**config.mk**
```make
export PLATFORM = sky130hd
export DESIGN_NAME = jne_predictor
export DESIGN_NICKNAME = d
export VERILOG_FILES = /design/src/rtl/jne_predictor.sv
export SDC_FILE = /design/constraint.sdc
export NUM_CORES = 1
export LEC_CHECK = 0
export ABC_AREA = 1
export CAP_MARGIN = 0
export CELL_PAD_IN_SITES_DETAIL_PLACEMENT = 1
export CELL_PAD_IN_SITES_GLOBAL_PLACEMENT = 2
export CORE_MARGIN = 2
export CORE_UTILIZATION = 30
export DETAILED_ROUTE_END_ITERATION = 8
export PLACE_DENSITY_LB_ADDON = 0.08
export SLEW_MARGIN = 10
export SYNTH_ARGS = -nofsm -noshare
export SYNTH_HDL_FRONTEND = slang
export SYNTH_SLANG_ARGS = --single-unit
```
**constraint.sdc**
```tcl
create_clock -name clk -period 2.21 [get_ports clk]
set_input_delay 0.221 -clock clk [delete_from_list [all_inputs] [get_ports clk]]
set_output_delay 0.221 -clock clk [all_outputs]
set_load 0.05 [all_outputs]
```
**src/rtl/jne_predictor.sv**
```systemverilog
// JNE branch predictor: 2-bit saturating counter table trained by jne_checker verdicts.
// Optional BPRED_STATS_EN adds saturating hit/miss counters (stat_hits, stat_misses).
module jne_predictor #(
  parameter int IDX_BITS = 4,
  parameter int PC_W     = 12,
  parameter int TIMEOUT  = 15
) (
  input  logic            clk,
  input  logic            rst_n,
  input  logic            br_req,
  input  logic [1:0]      br_type,
  input  logic [PC_W-1:0] pc,
  input  logic            checked,
  input  logic            incorrect_pred,
  input  logic            correct_pred,
  output logic            pred_taken,
  output logic            aux_last_pred,
  output logic [1:0]      aux_pred_type,
  output logic            stall,
  output logic            mispredict_flush,
  output logic            timeout_err
`ifdef BPRED_STATS_EN
  ,
  output logic [15:0]     stat_hits,
  output logic [15:0]     stat_misses
`endif
);

  localparam int         ENTRIES = 1 << IDX_BITS;
  localparam logic [7:0] TO_LIM  = 8'(TIMEOUT);

  typedef enum logic [1:0] {S_IDLE, S_WAIT, S_UPDATE} state_t;

  state_t                    state_q;
  logic [ENTRIES-1:0][1:0]   tbl_q;
  logic [IDX_BITS-1:0]       idx_q;
  logic                      actual_q;
  logic [7:0]                tcnt_q;
  logic                      pred_q, aux_pred_q, stall_q, flush_q, tout_q;
  logic [1:0]                aux_type_q;

  logic [IDX_BITS-1:0]       rd_idx;
  logic [1:0]                rd_ctr, old_ctr, new_ctr;
  logic [7:0]                tcnt_d;
  logic                      unused_pc;

  assign rd_idx    = pc[IDX_BITS-1:0];
  assign rd_ctr    = tbl_q[rd_idx];
  assign old_ctr   = tbl_q[idx_q];
  assign tcnt_d    = tcnt_q + 8'd1;
  assign unused_pc = ^pc[PC_W-1:IDX_BITS];

  always_comb begin
    new_ctr = old_ctr;
    if (actual_q && old_ctr != 2'b11)       new_ctr = old_ctr + 2'b01;
    else if (!actual_q && old_ctr != 2'b00) new_ctr = old_ctr - 2'b01;
  end

  always_ff @(posedge clk or negedge rst_n) begin
    if (!rst_n) begin
      state_q    <= S_IDLE;
      for (int i = 0; i < ENTRIES; i++) tbl_q[i] <= 2'b01;
      idx_q      <= '0;
      actual_q   <= 1'b0;
      tcnt_q     <= '0;
      pred_q     <= 1'b0;
      aux_pred_q <= 1'b0;
      aux_type_q <= 2'b00;
      stall_q    <= 1'b0;
      flush_q    <= 1'b0;
      tout_q     <= 1'b0;
    end else begin
      // pulse outputs default low; each state raises them for one cycle
      pred_q  <= 1'b0;
      flush_q <= 1'b0;
      tout_q  <= 1'b0;
      case (state_q)
        S_IDLE: begin
          if (br_req && br_type == 2'b10) begin
            pred_q     <= rd_ctr[1];
            aux_pred_q <= rd_ctr[1];
            aux_type_q <= 2'b10;
            idx_q      <= rd_idx;
            tcnt_q     <= '0;
            stall_q    <= 1'b1;
            state_q    <= S_WAIT;
          end else if (br_req && br_type[0]) begin
            pred_q <= 1'b1;
          end
        end
        S_WAIT: begin
          if (checked) begin
            actual_q <= correct_pred;
            flush_q  <= incorrect_pred;
            state_q  <= S_UPDATE;
          end else begin
            tcnt_q <= tcnt_d;
            if (tcnt_d == TO_LIM) begin
              tout_q  <= 1'b1;
              stall_q <= 1'b0;
              state_q <= S_IDLE;
            end
          end
        end
        S_UPDATE: begin
          tbl_q[idx_q] <= new_ctr;
          stall_q      <= 1'b0;
          state_q      <= S_IDLE;
        end
        default: state_q <= S_IDLE;
      endcase
    end
  end

  assign pred_taken       = pred_q;
  assign aux_last_pred    = aux_pred_q;
  assign aux_pred_type    = aux_type_q;
  assign stall            = stall_q;
  assign mispredict_flush = flush_q;
  assign timeout_err      = tout_q;

`ifdef BPRED_STATS_EN
  logic [15:0] hits_q, miss_q;
  always_ff @(posedge clk or negedge rst_n) begin
    if (!rst_n) begin
      hits_q <= '0;
      miss_q <= '0;
    end else if (state_q == S_WAIT && checked) begin
      if (incorrect_pred) begin
        if (miss_q != 16'hFFFF) miss_q <= miss_q + 16'd1;
      end else begin
        if (hits_q != 16'hFFFF) hits_q <= hits_q + 16'd1;
      end
    end
  end
  assign stat_hits   = hits_q;
  assign stat_misses = miss_q;
`endif

endmodule

```
==> results of run 1 <==
routing by layer:
| metal | track usage (%) | wire length [µm] | vias to the layer above |
|---|---|---|---|
| met1 | 23.7 | 4740 | 1402 |
| met4 | 3.38 | 57 | 0 |
| met3 | 2.33 | 185 | 4 |
| li1 | - | - | 1449 |
| met5 | 0 | 0 | - |
| met2 | 33.4 | 5160 | 27 |
metrics by stage:
stage | utilization (%) | setup TNS (ns)
6_report | 40.2 | 0
3_5_place_dp | 35.6 | -2.60
2_1_floorplan | - | 0
5_1_grt | 40.2 | -2.28
3_3_place_gp | 35.6 | -0.291
4_1_cts | 36.9 | -0.0281
final timing paths:
path | cells past startpoint | end | slack (ns)
min | 3 | mispredict_flush$_DFF_PN0_ | 0.43
max reg2reg | 16 | tbl_q[31]$_DFFE_PN0P_ | 0.02
max | 16 | tbl_q[31]$_DFFE_PN0P_ | 0.02
max in group asynchronous | 3 | tbl_q[16]$_DFFE_PN1P_ | 1.08
min reg2reg | 2 | tbl_q[6]$_DFFE_PN1P_ | 0.48
min in group asynchronous | 2 | tbl_q[3]$_DFFE_PN0P_ | 0.46
placed cells by master, fill, tap and decap left out, drive strengths merged:
cell,instances
nand4,3
o22ai,2
clkinv,3
xor2,2
or2,1
dfstp,16
nand3,39
nand3b,1
a22o,1
conb,1
nand2,178
dlygate4sd3,1
xnor2,1
inv,61
nor3,1
buf,28
dfrtp,37
clkbuf,7
nor2,46
o211ai,4
and3,1
a21oi,6
ha,7
o21ai,24
clkdlybuf4s50,16
timing repair:
action                                  4_1_cts  5_1_grt
pin swaps                                     1       41
hold endpoints to repair                     17        0
gates resized for setup                       9       69
endpoints found under the setup margin       32       32
gates cloned                                  1        3
hold buffers                                  1        0
buffers inserted                              0        0
worst reg2reg max path: cells and delay by family, from the launching register on:
| kind | cells | cell delay, ns |
|---|---|---|
| AOI/OAI and AO/OA | 1 | 0.05 |
| adders and majority gates | 1 | 0.16 |
| buffers and inverters | 3 | 0.42 |
| DFF | 1 | 0.53 |
| and+or+nand+nor | 11 | 0.97 |
cell families after synthesis:
kind of cell,after synthesis
AOI/OAI and AO/OA,37
and+or+nand+nor,269
DFF,53
xor gates and xnor gates,3
other,1
buffers and inverters,71
adders and majority gates,7
state kept, by name, summed over array words and instances, names as in the netlist:
signal	cells
aux_last_pred	1
tbl_q	32
aux_pred_type	1
tcnt_q	8
stall	1
pred_taken	1
timeout_err	1
state_q	2
actual_q	1
mispredict_flush	1
idx_q	4
power by group through the flow:
stage / Sequential (mW) / Clock, mW / Combinational [mW]
4_1_cts: 1.55 / 0.647 / 2.56
3_3_place_gp: 1.55 / 0 / 2.42
5_1_grt: 1.62 / 0.677 / 3.55
3_5_place_dp: 1.57 / 0 / 2.45
6_report: 1.58 / 0.615 / 3.27
2_1_floorplan: 1.57 / 0 / 1.39
cell type report:
cell class	instances	area share [%]
Timing Repair Buffer	47	11.8
Clock buffer	5	1.67
Timing Repair inverter	1	0.152
Clock inverter	3	0.639
Sequential cell	53	32.8
Multi-Input combinational cell	318	43.2
Inverter	60	5.66
Tap cell	136	4.14
==> results.tsv, run 1 <==
stage	metric	value	unit
route	wl_per_cell	16.3	µm
power	irDropWorstVdd	0.000567	V
clock_tree	cts_buffer_depth	2	
hold_path	hp-start	incorrect_pred	
clock_tree	path_clk_slew	0.11	ns
route	drc	0	
die	rows	37	
sta	period_share	98.9	%
global_route	grt_pass1_wl	16.0	mm
logic_synthesis	synthMuxAreaShare	0	%
logic_synthesis	yosys_warnings	0	
run_status	status	finished clean	
logic_synthesis	synth_top_area_cell	dfrtp_1	
power	clkPwrFrac	11.3	%
power	p_sw	2.67	mW
finish	register_area	1350	µm²
placed_design	hpwlAfterDp	7.07	mm
power	total_power	5.46	mW
worst_setup_path	path_cells	clkinv_4 -> nand2_4 -> nand2_2 -> nand2_1 -> nand2_1 -> nand2_1 -> nand2_2 -> nor2_4 -> inv_2 -> ha_4 -> nor2_4 -> a21oi_2 -> nand2_2 -> clkbuf_16 -> nand3_2 -> nand2_1	
worst_setup_path	path_buf_inv	3	
sta	slew_violations	0	
die	die_h	106	µm
finish	diodes	0	
route	vias_per_cell	4.63	
route	vias	2882	
logic_synthesis	synth_area_leaders	dfrtp_1 (30%), nand2_1 (20%), dfstp_2 (13%)	
worst_setup_path	arrival	2.45	ns
finish	multi_input_area	1780	µm²
logic_synthesis	synth_area	3130	µm²
worst_setup_path	crit_type	register to register	
power	power_frac_seq	28.9	%
run	cap_viol_max_count	0	
sta	rsz0062_at_grt	true	
global_route	grt.total_usage	18.5	%
route	dr.pass1.iters	4	
sta	max_freq	0.457	GHz
logic_synthesis	synthCells	441	
finish	fillers	1267	
finish	drive_above_1_share	27.1	%
sta	hold_viol	0	
power	internal-power	2.79	mW
finish	fin_area	4110	µm²
global_route	grt_pass1_vias	3079	
worst_setup_path	path_delay_family	simple AND/OR/NAND/NOR gates	
worst_setup_path	crit_slowest_cell	dfrtp_2	
power	power.density	1330	nW/µm²
finish	nets	513	
logic_synthesis	synth-xor-area-share	0.839	%
logic_synthesis	synth_common_cells	nand2_1 (171), inv_1 (58), nor2_1 (44), dfrtp_1 (37), nand3_1 (29)	
power	swShare	48.9	%
die	die_w	106	µm
global_route	antenna_found_initial	0	
clock_tree	clk_latency	0.32	ns
route	ant_nets	0	
clock_tree	cts_buffers	5	
sta	finalWorstPathRequiredPeriod	2.19	ns
placed_design	io_buffers	17	
logic_synthesis	synth-edff-count	0	
logic_synthesis	ys_ff_latch	53	
worst_setup_path	crit_start	idx_q[0]$_DFFE_PN0P_	
placed_design	place_congestion	0.791	
logic_synthesis	synth-compound-area-share	6.55	%
power	combPwrFrac	59.8	%
die	die_area	11300	µm²
die	start_util	30.6	%
sta	fin_ws	0.0240	ns
worst_setup_path	max_stage_delay	0.53	ns
sta	worst_pin_slew	0.719	ns
logic_synthesis	synth_top_family_by_area	simple AND/OR/NAND/NOR gates	
clock_tree	clock-sinks	53	
sta	fin_skew	0.00799	ns
logic_synthesis	synthSimpleGateAreaFrac	36.9	%
finish	areaGrowthSynthToFinish	31.3	%
logic_synthesis	synth_top_area_share	29.6	%
worst_setup_path	rr_startpoint	idx_q[0]$_DFFE_PN0P_	
clock_tree	htreeDepth	2	
sta	hold_ws	0.430	ns
logic_synthesis	yosys.area_share.adder	2.80	%
worst_setup_path	start_kind	register	
clock_tree	cts_root_buf	clkbuf_8	
logic_synthesis	synthArstFlopShare	100	%
global_route	grt_max_degree	30	
logic_synthesis	synthesis.nets	468	
worst_setup_path	path_max_fanout	8	
finish	fin_cells	623	
clock_tree	cts_tree	built	
route	wirelength	10.1	mm
logic_synthesis	synth_flop_cell	dfrtp_1	
global_route	gr-total-overflow	0	
power	leakage	1.89	nW
worst_setup_path	crit_top_cell	nand2_1	
worst_setup_path	cp_data_required_time	2.47	ns
die	ioPinCount	27	
route	drt_iter0_drc	58	
logic_synthesis	syn_area_per_cell	7.10	µm²
placed_design	dp_slack	-0.113	ns
sta	final-setup-viol-count	0	
placed_design	placed_cell_area	3640	µm²
placed_design	placedCellCount	610	
logic_synthesis	yosysMostFrequentCell	nand2_1	
hold_path	worstHoldPathType	input pin to register	
logic_synthesis	synth_cell_types	32	
worst_setup_path	crit_path_end_kind	register	
die	core	10200	µm²
logic_synthesis	synth_seq_area_share	43.0	%
sta	relSlewSlack	51.6	%
No activity file was read; power rests on OpenSTA's default activity.
==> run 2, diff against run 1 <==
--- a/config.mk
+++ b/config.mk
@@ -5,13 +5,14 @@
 export SDC_FILE = /design/constraint.sdc
 export NUM_CORES = 1
 export LEC_CHECK = 0
-export ABC_AREA = 1
+export ABC_CLOCK_PERIOD_IN_PS = 2210
 export CAP_MARGIN = 0
 export CELL_PAD_IN_SITES_DETAIL_PLACEMENT = 1
 export CELL_PAD_IN_SITES_GLOBAL_PLACEMENT = 2
 export CORE_MARGIN = 2
 export CORE_UTILIZATION = 30
 export DETAILED_ROUTE_END_ITERATION = 8
+export MAX_ROUTING_LAYER = met4
 export PLACE_DENSITY_LB_ADDON = 0.08
 export SLEW_MARGIN = 10
 export SYNTH_ARGS = -nofsm -noshare
==> results.tsv, run 2 <==
stage	metric	value	unit	change
route	vias	2194		was 2,882
placed_design	placed_cell_area	3620	µm²	was 3640 µm²
logic_synthesis	synthArstFlopShare	100	%	unchanged
power	power_frac_seq	27.7	%	was 28.9%
run	cap_viol_max_count	0		unchanged
finish	nets	341		was 513
finish	fin_area	3960	µm²	was 4110 µm²
run_status	status	complete, but fails checks		was finished clean
die	start_util	30.7	%	was 30.6%
die	die_h	104	µm	was 106 µm
worst_setup_path	path_max_fanout	8		unchanged
logic_synthesis	synthesis.nets	283		was 468
run_status	violations	negative setup slack		
sta	relSlewSlack	59.0	%	was 51.6%
sta	max_freq	0.376	GHz	was 0.457 GHz
hold_path	worstHoldPathType	input pin to asynchronous set/reset pin		was input pin to register
power	clkPwrFrac	12.3	%	was 11.3%
placed_design	place_congestion	0.770		was 0.791
power	combPwrFrac	60.0	%	was 59.8%
global_route	gr-total-overflow	0		unchanged
route	wl_per_cell	16.9	µm	was 16.3 µm
power	p_sw	2.34	mW	was 2.67 mW
global_route	grt_pass1_wl	12.7	mm	was 16.0 mm
finish	final_cell_mix	buf_4 (38), dfrtp_1 (35), nand2_1 (26)		was nand2_1 (156), inv_1 (54), nor2_1 (38)
clock_tree	cts_buffers	5		unchanged
worst_setup_path	cp_data_required_time	2.46	ns	was 2.47 ns
sta	slew_violations	0		unchanged
power	internal-power	3.43	mW	was 2.79 mW
global_route	antenna_found_initial	0		unchanged
logic_synthesis	yosys_warnings	0		unchanged
die	ioPinCount	27		unchanged
clock_tree	clock-sinks	53		unchanged
worst_setup_path	rr_startpoint	idx_q[0]$_DFFE_PN0P_		unchanged
logic_synthesis	syn_area_per_cell	11.6	µm²	was 7.10 µm²
placed_design	io_buffers	17		unchanged
clock_tree	cts_buffer_depth	2		unchanged
logic_synthesis	synth_flop_cell	dfrtp_1		unchanged
finish	top_register	tbl_q		unchanged
sta	fin_skew	0.0109	ns	was 0.00799 ns
logic_synthesis	ys_ff_latch	53		unchanged
finish	fin_cells	448		was 623
sta	period_share	120	%	was 98.9%
power	total_power	5.77	mW	was 5.46 mW
worst_setup_path	crit_path_end_kind	register		unchanged
clock_tree	cts_root_buf	clkbuf_8		unchanged
worst_setup_path	crit_type	register to register		unchanged
finish	reg_top3	tbl_q: 32 flops, tcnt_q: 8 flops, idx_q: 4 flops		unchanged
worst_setup_path	crit_top_cell	mux2_4		was nand2_1
worst_setup_path	path_cells	mux4_2 -> mux2_4 -> nand2_2 -> o21a_2 -> ha_4 -> nor2_2 -> nor2_1 -> nand4_1 -> a41oi_4 -> mux2_4		was clkinv_4 -> nand2_4 -> nand2_2 -> nand2_1 -> nand2_1 -> nand2_1 -> nand2_2 -> nor2_4 -> inv_2 -> ha_4 -> nor2_4 -> a21oi_2 -> nand2_2 -> clkbuf_16 -> nand3_2 -> nand2_1
worst_setup_path	max_stage_delay	0.52	ns	was 0.53 ns
die	die_area	10700	µm²	was 11,300 µm²
sta	fin_ws	-0.451	ns	was 0.0240 ns
logic_synthesis	synth_cell_types	45		was 32
route	drt_iter0_drc	60		was 58
clock_tree	clk_latency	0.31	ns	was 0.32 ns
die	rows	36		was 37
route	dr.pass1.iters	4		unchanged
worst_setup_path	arrival	2.91	ns	was 2.45 ns
sta	rsz0062_at_grt	true		unchanged
finish	areaGrowthSynthToFinish	33.3	%	was 31.3%
power	swShare	40.5	%	was 48.9%
sta	finalWorstPathRequiredPeriod	2.66	ns	was 2.19 ns
route	drc	0		unchanged
logic_synthesis	synthCells	256		was 441
sta	worst_pin_slew	0.616	ns	was 0.719 ns
clock_tree	htreeDepth	2		unchanged
placed_design	hpwlAfterDp	5.73	mm	was 7.07 mm
logic_synthesis	synth_area_leaders	dfrtp_1 (31%), dfstp_2 (14%), mux2_2 (11%)		was dfrtp_1 (30%), nand2_1 (20%), dfstp_2 (13%)
finish	layout_commonest_cell	buf_4		was nand2_1
sta	hold_viol	0		unchanged
global_route	grt_pass1_vias	2420		was 3,079
clock_tree	cts_tree	built		unchanged
route	ant_nets	0		unchanged
finish	fillers	1061		was 1,267
global_route	grt.total_usage	15.2	%	was 18.5%
logic_synthesis	synth_top_area_cell	dfrtp_1		unchanged
logic_synthesis	synth_area	2970	µm²	was 3130 µm²
worst_setup_path	crit_slowest_cell	mux4_2		was dfrtp_2
worst_setup_path	start_kind	register		unchanged
sta	setup_tns	-11.89	ns	was 0 ns
finish	diodes	0		unchanged
logic_synthesis	synth_seq_area_share	45.3	%	was 43.0%
clock_tree	path_clk_slew	0.10	ns	was 0.11 ns
logic_synthesis	synth_top_area_share	31.2	%	was 29.6%
logic_synthesis	synth-edff-count	0		unchanged
route	vias_per_cell	4.90		was 4.63
placed_design	placedCellCount	438		was 610
die	die_w	104	µm	was 106 µm
logic_synthesis	yosysMostFrequentCell	dfrtp_1		was nand2_1
die	core	9680	µm²	was 10,200 µm²
global_route	grt_max_degree	30		unchanged
route	wirelength	7.56	mm	was 10.1 mm
finish	drive_above_1_share	44.8	%	was 27.1%
finish	largest_register_ffs	32		unchanged
logic_synthesis	synth_common_cells	dfrtp_1 (37), mux2_2 (30), nand2_1 (28), nor2_1 (18), dfstp_2 (16)		was nand2_1 (171), inv_1 (58), nor2_1 (44), dfrtp_1 (37), nand3_1 (29)
worst_setup_path	crit_start	idx_q[0]$_DFFE_PN0P_		unchanged
sta	hold_ws	0.442	ns	was 0.430 ns
sta	final-setup-viol-count	32		was 0
power	irDropWorstVdd	0.000666	V	was 0.000567 V
power	leakage	1.70	nW	was 1.89 nW
power	power.density	1460	nW/µm²	was 1330 nW/µm²
-- run 2: path summary, 6_finish.rpt --
check / end / slack, ns / cells past startpoint
min in group clk: aux_pred_type[1]$_DFFE_PN0P_ / 0.48 / 1
worst max register to register: tbl_q[29]$_DFFE_PN0P_ / -0.45 / 10
max in group asynchronous: tbl_q[18]$_DFFE_PN1P_ / 1.12 / 3
worst min-delay path: tcnt_q[0]$_DFFE_PN0P_ / 0.44 / 2
worst min register to register: aux_pred_type[1]$_DFFE_PN0P_ / 0.48 / 1
worst max-delay path: tbl_q[29]$_DFFE_PN0P_ / -0.45 / 10
-- run 2: per-stage QoR --
step / worst slack, ns / utilization [%]
after floorplan: -0.426 / -
after global placement: -0.625 / 37.4
after detailed placement: -0.699 / 37.4
after CTS: -0.505 / 39.4
after global routing: -0.617 / 40.9
final: -0.451 / 40.9
-- run 2: power groups by stage --
| stage | registers (mW) | logic (mW) | clock network, mW |
|---|---|---|---|
| after CTS | 1.59 | 3.10 | 0.750 |
| after global routing | 1.66 | 3.78 | 0.770 |
| final | 1.60 | 3.46 | 0.709 |
| after global placement | 1.61 | 2.87 | 0 |
| after floorplan | 1.59 | 1.90 | 0 |
| after detailed placement | 1.60 | 2.88 | 0 |
-- run 2: worst max-delay path: cells and delay by family (launching register included) --
family,cells,cell delay (ns)
AND/OR/NAND/NOR,4,0.39
multiplexers,3,1.03
adder cells (fa/ha/maj),1,0.15
AO/OA/AOI/OAI,2,0.57
flip-flops,1,0.48
-- run 2: cell type report --
cell class	count	area [µm²]	area share [%]
multi-input cells	188	1790	45.1
clock inverters	2	37.5	0.948
inverters	6	22.5	0.569
clock buffers	6	82.6	2.09
repair buffers	60	514	13.0
flip-flops and latches	53	1350	34.1
well taps	133	166	4.20
-- run 2: routing by layer --
| metal | track usage, % | share of wire (%) | vias to the layer above |
|---|---|---|---|
| met5 | - | 0 | - |
| met4 | 3.67 | 1.4 | 0 |
| met3 | 2.08 | 1.5 | 8 |
| met2 | 24.9 | 50 | 21 |
| met1 | 20.1 | 48 | 1129 |
| li1 | - | - | 1036 |
-- run 2: timing repair --
action	4_1_cts	5_1_grt
pin swaps	5	2
setup buffers	2	0
setup endpoints to repair	32	32
resized for setup	11	29
endpoints found under the hold margin	16	0
hold buffers	1	0
-- run 2: cells by family (layout without fill, tap and decap cells) --
logic type	count (synthesis)	after routing	share of synthesized area [%]
adder cells (fa/ha/maj)	7	7	2.95
other	1	1	0.126
XOR/XNOR	8	8	2.36
multiplexers	48	48	22.7
AO/OA/AOI/OAI	34	34	8.34
buffers and inverters	15	74	2.44
AND/OR/NAND/NOR	90	90	15.7
flip-flops	53	53	45.3
==> run 3, diff against run 2 <==
--- a/config.mk
+++ b/config.mk
@@ -11,6 +11,7 @@
 export CELL_PAD_IN_SITES_GLOBAL_PLACEMENT = 2
 export CORE_MARGIN = 2
 export CORE_UTILIZATION = 30
+export CTS_CLUSTER_DIAMETER = 40
 export DETAILED_ROUTE_END_ITERATION = 8
 export MAX_ROUTING_LAYER = met4
 export PLACE_DENSITY_LB_ADDON = 0.08
==> results of run 3 <==
Final layout, timing and power as in run 2 (identical DEF).
